File: src/rtl/dm_arb_pkg.sv
// Shared constants and state encoding for the datamover command arbiter.
package dm_arb_pkg;

  localparam int CMD_TAG_LSB = 64;
  localparam int CMD_TAG_W   = 4;
  localparam int STS_TAG_LSB = 0;
  localparam int STS_TAG_W   = 4;
  localparam int MAX_STREAMS = 16;

  typedef enum logic {
    ARB = 1'b0,
    CMD = 1'b1
  } arb_state_t;

endpackage

File: src/rtl/rr_arbiter.sv
// Combinational round-robin picker: first request after 'last', wrapping.
module rr_arbiter #(
  parameter int N = 4,
  parameter int W = 2
) (
  input  logic [N-1:0] req,
  input  logic [W-1:0] last,
  output logic [N-1:0] onehot,
  output logic [W-1:0] idx,
  output logic         any
);

  // N is a power of two, so the W-bit add wraps the search index for free.
  always_comb begin
    logic [W-1:0] cand;
    cand   = '0;
    idx    = '0;
    any    = 1'b0;
    onehot = '0;
    for (int i = 1; i <= N; i++) begin
      cand = last + W'(i);
      if (!any && req[cand]) begin
        any = 1'b1;
        idx = cand;
      end
    end
    if (any) onehot[idx] = 1'b1;
  end

endmodule

File: src/rtl/datamover_cmd_arbiter.sv
// Shares one datamover command/status channel pair between several streams.
//
//   state | meaning
//   ------+------------------------------------------------------------
//   ARB   | pick next enabled requester, if below the in-flight cap
//   CMD   | present granted command (tag = stream index) until accepted
module datamover_cmd_arbiter
  import dm_arb_pkg::*;
#(
  parameter int C_STREAMS_WIDTH         = 2,
  parameter int C_M_AXIS_CMD_DATA_WIDTH = 73,
  parameter int C_M_AXIS_STS_DATA_WIDTH = 8,
  parameter int C_MAX_OUTSTANDING       = 4,
  localparam int NUM_STREAMS = 1 << C_STREAMS_WIDTH
) (
  input  logic                                           clk,
  input  logic                                           rst_n,
  input  logic [NUM_STREAMS-1:0]                         S_AXIS_CMD_TVALID,
  output logic [NUM_STREAMS-1:0]                         S_AXIS_CMD_TREADY,
  input  logic [NUM_STREAMS*C_M_AXIS_CMD_DATA_WIDTH-1:0] S_AXIS_CMD_TDATA,
  output logic [NUM_STREAMS-1:0]                         M_AXIS_STS_TVALID,
  input  logic [NUM_STREAMS-1:0]                         M_AXIS_STS_TREADY,
  output logic [C_M_AXIS_STS_DATA_WIDTH-1:0]             M_AXIS_STS_TDATA,
  output logic                                           M_AXIS_CMD_TVALID,
  input  logic                                           M_AXIS_CMD_TREADY,
  output logic [C_M_AXIS_CMD_DATA_WIDTH-1:0]             M_AXIS_CMD_TDATA,
  input  logic                                           S_AXIS_STS_TVALID,
  output logic                                           S_AXIS_STS_TREADY,
  input  logic [C_M_AXIS_STS_DATA_WIDTH-1:0]             S_AXIS_STS_TDATA,
  input  logic [NUM_STREAMS-1:0]                         stream_enable,
  output logic [3:0]                                     outstanding,
  output logic [7:0]                                     err_count,
  output logic [63:0]                                    debug
);

  localparam int SW = C_STREAMS_WIDTH;
  localparam int CW = C_M_AXIS_CMD_DATA_WIDTH;

  arb_state_t             state, state_nxt;
  logic [SW-1:0]          grant, last_grant, win_idx;
  logic [NUM_STREAMS-1:0] grant_onehot, win_onehot, cand;
  logic                   win_any, below_cap, arb_go;
  logic                   cmd_hs, sts_hs, tag_ok;
  logic [STS_TAG_W-1:0]   sts_tag;
  logic [CW-1:0]          cmd_slice;

  assign cand      = S_AXIS_CMD_TVALID & stream_enable;
  assign below_cap = outstanding < 4'(C_MAX_OUTSTANDING);
  assign arb_go    = (state == ARB) && win_any && below_cap;
  assign cmd_hs    = (state == CMD) && M_AXIS_CMD_TREADY;
  assign sts_hs    = S_AXIS_STS_TVALID && S_AXIS_STS_TREADY;
  assign sts_tag   = S_AXIS_STS_TDATA[STS_TAG_LSB +: STS_TAG_W];
  assign tag_ok    = {1'b0, sts_tag} < (STS_TAG_W + 1)'(NUM_STREAMS);
  assign cmd_slice = S_AXIS_CMD_TDATA[grant*CW +: CW];

  rr_arbiter #(.N(NUM_STREAMS), .W(SW)) u_rr (
    .req    (cand),
    .last   (last_grant),
    .onehot (win_onehot),
    .idx    (win_idx),
    .any    (win_any)
  );

  // State register.
  always_ff @(posedge clk or negedge rst_n) begin
    if (!rst_n) state <= ARB;
    else        state <= state_nxt;
  end

  // Next-state: leave ARB on a grant, leave CMD on the datamover handshake.
  always_comb begin
    state_nxt = state;
    case (state)
      ARB:     if (arb_go) state_nxt = CMD;
      CMD:     if (M_AXIS_CMD_TREADY) state_nxt = ARB;
      default: state_nxt = ARB;
    endcase
  end

  // Grant capture; last_grant only advances once the command is really taken.
  always_ff @(posedge clk or negedge rst_n) begin
    if (!rst_n) begin
      grant        <= '0;
      grant_onehot <= '0;
      last_grant   <= SW'(NUM_STREAMS - 1);
    end else begin
      if (arb_go) begin
        grant        <= win_idx;
        grant_onehot <= win_onehot;
      end
      if (cmd_hs) last_grant <= grant;
    end
  end

  // In-flight and error counters; simultaneous cmd+sts handshakes cancel out.
  always_ff @(posedge clk or negedge rst_n) begin
    if (!rst_n) begin
      outstanding <= '0;
      err_count   <= '0;
    end else begin
      if (cmd_hs && !sts_hs)
        outstanding <= outstanding + 4'd1;
      else if (!cmd_hs && sts_hs && (outstanding != 4'd0))
        outstanding <= outstanding - 4'd1;
      if (sts_hs && (!tag_ok || (outstanding == 4'd0)) && (err_count != 8'hFF))
        err_count <= err_count + 8'd1;
    end
  end

  // Command outputs: granted slice with the tag field overwritten by stream index.
  always_comb begin
    M_AXIS_CMD_TVALID = 1'b0;
    M_AXIS_CMD_TDATA  = '0;
    S_AXIS_CMD_TREADY = '0;
    if (state == CMD) begin
      M_AXIS_CMD_TVALID = 1'b1;
      M_AXIS_CMD_TDATA  = cmd_slice;
      M_AXIS_CMD_TDATA[CMD_TAG_LSB +: CMD_TAG_W] = CMD_TAG_W'(grant);
      S_AXIS_CMD_TREADY = grant_onehot & {NUM_STREAMS{M_AXIS_CMD_TREADY}};
    end
  end

  // Status routing by tag; unknown tags are swallowed. Gated so reset forces 0.
  always_comb begin
    M_AXIS_STS_TVALID = '0;
    M_AXIS_STS_TDATA  = S_AXIS_STS_TDATA;
    S_AXIS_STS_TREADY = 1'b0;
    if (rst_n) begin
      if (tag_ok) begin
        M_AXIS_STS_TVALID[sts_tag[SW-1:0]] = S_AXIS_STS_TVALID;
        S_AXIS_STS_TREADY = M_AXIS_STS_TREADY[sts_tag[SW-1:0]];
      end else begin
        S_AXIS_STS_TREADY = 1'b1;
      end
    end
  end

  // Observability bus.
  always_comb begin
    debug = '0;
    if (rst_n) begin
      debug[3:0]   = 4'(grant);
      debug[7:4]   = 4'(last_grant);
      debug[11:8]  = outstanding;
      debug[12]    = (state == CMD);
      debug[20:13] = err_count;
      debug[36:21] = 16'(cand);
    end
  end

endmodule

File: config.mk
export PLATFORM = sky130hd
export DESIGN_NAME = datamover_cmd_arbiter
export DESIGN_NICKNAME = d
export VERILOG_FILES = /design/src/rtl/dm_arb_pkg.sv /design/src/rtl/rr_arbiter.sv /design/src/rtl/datamover_cmd_arbiter.sv
export SDC_FILE = /design/constraint.sdc
export NUM_CORES = 1
export LEC_CHECK = 0
export BUFFER_PORTS_ARGS = -buffer_cell sky130_fd_sc_hd__buf_2
export CAP_MARGIN = 20
export CORE_AREA = 2 2 189 191
export CTS_BUF_LIST = sky130_fd_sc_hd__clkbuf_4 sky130_fd_sc_hd__clkbuf_8
export CTS_CLUSTER_DIAMETER = 50
export DETAILED_ROUTE_END_ITERATION = 10
export DIE_AREA = 0 0 191 193
export GPL_TIMING_DRIVEN = 0
export SLEW_MARGIN = 25
export SYNTH_ARGS = -nofsm -noshare
export SYNTH_HDL_FRONTEND = slang
export SYNTH_SLANG_ARGS = --single-unit
File: constraint.sdc
create_clock -name clk -period 1.9 [get_ports clk]
set_input_delay 0.095 -clock clk [delete_from_list [all_inputs] [get_ports clk]]
set_output_delay 0.095 -clock clk [all_outputs]
set_load 0.01 [all_outputs]
## Word level (Yosys, flattened, before mapping)

Cells that the tools add are included.

| storage, ports and cells | value |
|---|---|
| register bits | 21 |
| output and inout port bits | 167 |
| bits of input ports | 316 |

| operators by class | value |
|---|---|
| $add $sub $neg | 6 |
| mux-type cells | 36 |
| equality and inequality tests | 1 |
| reduce and logical (&&, ||, !) cells | 24 |
| order comparisons | 10 |
| shift-type cells | 1 |
| bitwise operators | 4 |
| multipliers | 1 |

Operators by type and width:

| operator | count |
|---|---|
| 292-bit by 10-bit variable part select with 73-bit output | 1 |
| 73-bit 2-to-1 mux | 1 |
| 25-bit 2-to-1 mux | 1 |
| 4-bit 2-to-1 mux | 6 |
| 2-bit by 3-bit less-than comparator with 1-bit output, second input constant | 6 |
| 1-bit 2-to-1 mux | 16 |
| 1-bit logical AND | 14 |
| 4-bit bitwise AND | 3 |
| 1-bit binary-select mux with 2-bit select | 5 |
| 2-bit by 7-bit multiplier with 9-bit output, second input constant | 1 |
| 8-bit by 1-bit adder with 8-bit output, second input constant | 1 |
| 4-bit by 3-bit less-than comparator with 1-bit output, second input constant | 2 |
| 2-bit 2-to-1 mux | 4 |
| 8-bit inequality test, second input constant | 1 |
| 1-bit zero test | 6 |
| 2-bit adder, second input constant | 2 |
| 4-bit by 1-bit adder with 4-bit output, second input constant | 1 |
| 1-bit demux with 2-bit select | 2 |
| 2-bit by 1-bit greater-or-equal comparator with 1-bit output, second input constant | 2 |
| 4-bit zero test | 1 |
| 4-bit nonzero test | 1 |
| 4-bit by 1-bit subtractor with 4-bit output, second input constant | 1 |
| 2-bit by 1-bit adder with 2-bit output, second input constant | 1 |
| 1-bit one-hot mux with 2 select lines | 1 |
| 3 further kinds | 3 |

## Logic depth before layout (Yosys ltp)

| depth | value |
|---|---|
| depth after elaboration | 18 |
| gate-level depth with buffers | 9 |
| depth with buffers taken out | 8 |

## By module

Synthesis repeated with hierarchy kept, for this count alone.

| second synthesis, totals | value |
|---|---|
| cells, all modules | 384 |
| area total of the unflattened synthesis | 4,038.9 um^2 |

Modules (own cells, without submodules):

| module | area each (um^2) | times used | cells each |
|---|---|---|---|
| datamover_cmd_arbiter | 3,816.2 | 1 | 350 |
| rr_arbiter | 222.7 | 1 | 34 |

## Worst setup path before layout

No wires, ideal clock.

| timing | value |
|---|---|
| path kind | reg2reg |
| from | register state |
| to | register outstanding[3] |
| clock period less this slack | 2.154 ns |
| arrival time | 2.028 ns |
| path slack | -0.254 ns |
| cell stages (with the launch flop) | 9 |
| setup time | 0.126 ns |
| cell sequence | dfrtp_1 -> clkbuf_1 -> clkbuf_1 -> nand3_1 -> ha_1 -> a21o_1 -> a21oi_1 -> nor3_1 -> o311a_1 |

| on the way | value |
|---|---|
| word-level cells in the longest chain between the ends | 5 |
| elaborated cells on any way between the ends | 7 |
| those cells by class | 1 x mux; 6 x reduce/logical |

Ends and longest elaborated chain:

| what | line | text |
|---|---|---|
| start: declaration | datamover_cmd_arbiter.sv:39 | `arb_state_t state, state_nxt;` |
| start signal: assignment | datamover_cmd_arbiter.sv:67 | `else state <= state_nxt;` |
| 1-bit logical AND (*) | datamover_cmd_arbiter.sv:50 | `assign cmd_hs = (state == CMD) && M_AXIS_CMD_TREADY;` |
| 1-bit zero test | datamover_cmd_arbiter.sv:103 | `else if (!cmd_hs && sts_hs && (outstanding != 4'd0))` |
| 1-bit logical AND (2 in a row) | datamover_cmd_arbiter.sv:103 |  |
| 2-bit nonzero test (no source line) | - |  |
| end signal: assignment | datamover_cmd_arbiter.sv:102 | `outstanding <= outstanding + 4'd1;` |
| end signal: assignment | datamover_cmd_arbiter.sv:104 | `outstanding <= outstanding - 4'd1;` |
| end: declaration | datamover_cmd_arbiter.sv:31 | `output logic [3:0] outstanding,` |

Mark *: on every way between the ends. The rest lies on a longest branch, timed or not.
A chain may end at the register's enable or synchronous reset.

## Worst setup path after layout

| timing | value |
|---|---|
| from | register grant[0] |
| to | output port M_AXIS_CMD_TDATA[10] |

| on the way | value |
|---|---|
| word-level cells in the longest chain between the ends | 3 |

Ends and longest elaborated chain:

| what | line | text |
|---|---|---|
| start: declaration | datamover_cmd_arbiter.sv:40 | `logic [SW-1:0] grant, last_grant, win_idx;` |
| start signal: assignment | datamover_cmd_arbiter.sv:88 | `grant <= win_idx;` |
| 2-bit by 7-bit multiplier with 9-bit output | datamover_cmd_arbiter.sv:54 | `assign cmd_slice = S_AXIS_CMD_TDATA[grant*CW +: CW];` |
| 292-bit by 10-bit variable part select with 73-bit output | datamover_cmd_arbiter.sv:54 |  |
| 73-bit 2-to-1 mux | datamover_cmd_arbiter.sv:115 | `if (state == CMD) begin` |
| end: declaration | datamover_cmd_arbiter.sv:26 | `output logic [C_M_AXIS_CMD_DATA_WIDTH-1:0] M_AXIS_CMD_TDATA,` |

Every way passes these cells.

==> out/qor.csv <==
metric,value,unit
crit_chain,buf_12 > buf_12 > mux4_2 > and2_1 > buf_2,
worst-r2r-setup-slack,70,ps
r2r_cells,9,
crit_path_end_kind,primary output,
fin_skew,8.12,ps
detail_route.wirelength,23100,um
cts_buffers,3,
max_freq,516,MHz
maxCapViolCount,0,
slew-limit-headroom,60.4,%
synth_mux_area_share,41.9,%
violations,negative setup slack,
required,1800,ps
synthTopCellsByArea,"mux4_2 40%, and2_1 14%, dfrtp_1 12%, buf_4 10%, xor2_1 2.0%",
status,finished with violations,
grt_setup_unrepaired,yes,
leakagePower,3.80,nW
synth_top_family_by_area,multiplexers,
drtPass1Iterations,4,
clk_latency,260,ps
dieArea,36900,um2
cp_top_family,multiplexers,
critPathLaunchType,flop,
clock_sinks,21,
cts_tree,built,
dpl.hpwl,20000,um
die_h,193,um
io_pins,483,
synth_cells,367,
cp.depth,5,
synth_top_area_cell,mux4_2,
slew_viol_final,0,
cts_buffer_depth,2,
post-place-ws,-684,ps
ys_seq_area_share,13.5,%
overflow,0,
start_util,11.2,%
grt_max_degree,22,
synthSimpleGateAreaFrac,21.9,%
synthArstFlopShare,100,%
post-route-util,21.4,%
ys.flop_type,dfrtp_1,
synthDistinctLibCells,47,
fin_ws,-37.6,ps
syn_area,3910,um2
ys.warnings.count,0,
grt_antenna_before_repair,10,
chipWidth,191,um
layout-drive-gt1-share,75.0,%
max_slew.worst_pin.slew,587,ps
via_per_inst,3.76,
finalSetupViolCount,7,
drtAntennaViolNets,0,
fin_crit_sh,102,%
routedWlPerCell,17.6,um
crit_top_cell,buf_12,
synth-edff-count,0,
power_density,937,nW/um2
regToRegStartpoint,state,
timing_hold_violations_final,0,
synth_adder_area_share,1.47,%
hold_ws,232,ps
power,7.02,mW
worst_path_max_delay_cell,mux4_2,
drt_iter0_drc,242,
areaGrowthSynthToFinish,91.6,%
holdPathStages,2,
synth_compound_area_share,5.37,%
routabilityCongestion,0.815,
worstPathMaxFanout,10,
cts_root_buffer,clkbuf_8,
cts_max_level,1,
critPathArrivalTime,1840,ps
crit_path_max_incr_delay,530,ps
coreArea,35000,um2
row_count,69,
synth_area_per_cell,10.7,um2
path_buf_inv,3,
yosys_register_bits,21,
synth_xor_area_share,2.02,%
final_cell_mix,"388 x buf_2, 69 x mux4_2, 60 x buf_4",
port_buffers,416,
synth_top_cell_area_share,39.7,%
drc,0,
hold-path-endpoint,state,
tns,-131,ps
worstHoldStart,M_AXIS_CMD_TREADY,
first_global_vias,4466,
final_common_cell,buf_2,
fin_nets,1165,
vias,4920,
grt_pass1_wl,29400,um
globalRouteTotalUtil,10.9,%
ir_drop,0.461,mV
worst_hold_path_type,input port to flop,
rr_endpoint,outstanding[3],
finalCriticalPeriod,1940,ps
path_clk_slew,70,ps
critPathKind,flop to primary output,
sequential cells by signal, indices dropped and copies added, names as in the netlist:
| signal | cells |
|---|---|
| err_count | 8 |
| grant | 2 |
| grant_onehot | 4 |
| last_grant | 2 |
| outstanding | 4 |
| state | 1 |
how the worst max path moves through the flow:
stage | start | endpoint
after detailed placement | rst_n | outstanding[3]
after CTS | grant[0] | M_AXIS_CMD_TDATA[11]
after global placement | grant[1] | M_AXIS_CMD_TDATA[71]
after floorplan | S_AXIS_STS_TDATA[1] | outstanding[3]
after global routing | grant[0] | M_AXIS_CMD_TDATA[11]
final | grant[0] | M_AXIS_CMD_TDATA[10]
logic make-up (layout without fill, tap and decap cells):
group,Yosys count,count (layout)
AND/OR/NAND/NOR,144,144
buffers and inverters,85,518
multiplexers,77,77
AO/OA/AOI/OAI,26,26
flip-flops,21,21
XOR/XNOR,9,9
adder cells (fa/ha/maj),4,4
other,1,48
power by group:
group	leakage, nW	switching [mW]	internal [mW]
clock	0.0262	0.145	0.164
combinational	3.51	2.50	3.27
sequential	0.261	0.308	0.632
total	3.80	2.95	4.07
stage by stage:
stage	instances	instance area, um2
after global routing	1306	7490
final	1308	7490
after floorplan	411	4100
after detailed placement	1288	6760
after CTS	1303	7290
after global placement	1288	6760
per-layer routing:
metal	wire length (um)	global-route usage, %
met2	11400	19.1
met3	2550	3.24
met1	8750	13.6
met5	62	0
met4	252	1.37
final cells by class:
type	count	area, um2
clock buffers	4	48.8
well taps	461	577
inverters	3	11.3
plain buffers	82	727
fillers	3882	27500
diodes	3	7.51
flip-flops and latches	21	529
multi-input cells	305	3180
repair buffers	429	2420
synthesized netlist by cell type (2+ instances only):
library cell  number
mux2_2             3
a22o_1             2
nor4_2             2
ha_1               3
clkbuf_1          20
and3_1             7
dfstp_2            2
a21o_1             2
mux2i_1            3
o21ai_0            4
nor3b_1            3
inv_1              3
mux2_1             2
dfrtp_1           19
and2_1            89
nand3_1            6
nand2_1           13
o311a_1            2
nand4_1            2
buf_2              8
mux4_2            69
nor2_1             7
nor3_1             7
nor4_1             2
xor2_1             9
o31ai_1            5
buf_4             53
timing repair:
| item | CTS | global route |
|---|---|---|
| endpoints found under the hold margin | 21 | 19 |
| pin swaps | 3 | 5 |
| resized for setup | 98 | 47 |
| setup buffers | 9 | 0 |
| endpoints found under the setup margin | 83 | 77 |
| gates cloned | 1 | 2 |
| hold buffers | 1 | 1 |
Power figures use the tool's default switching activity.
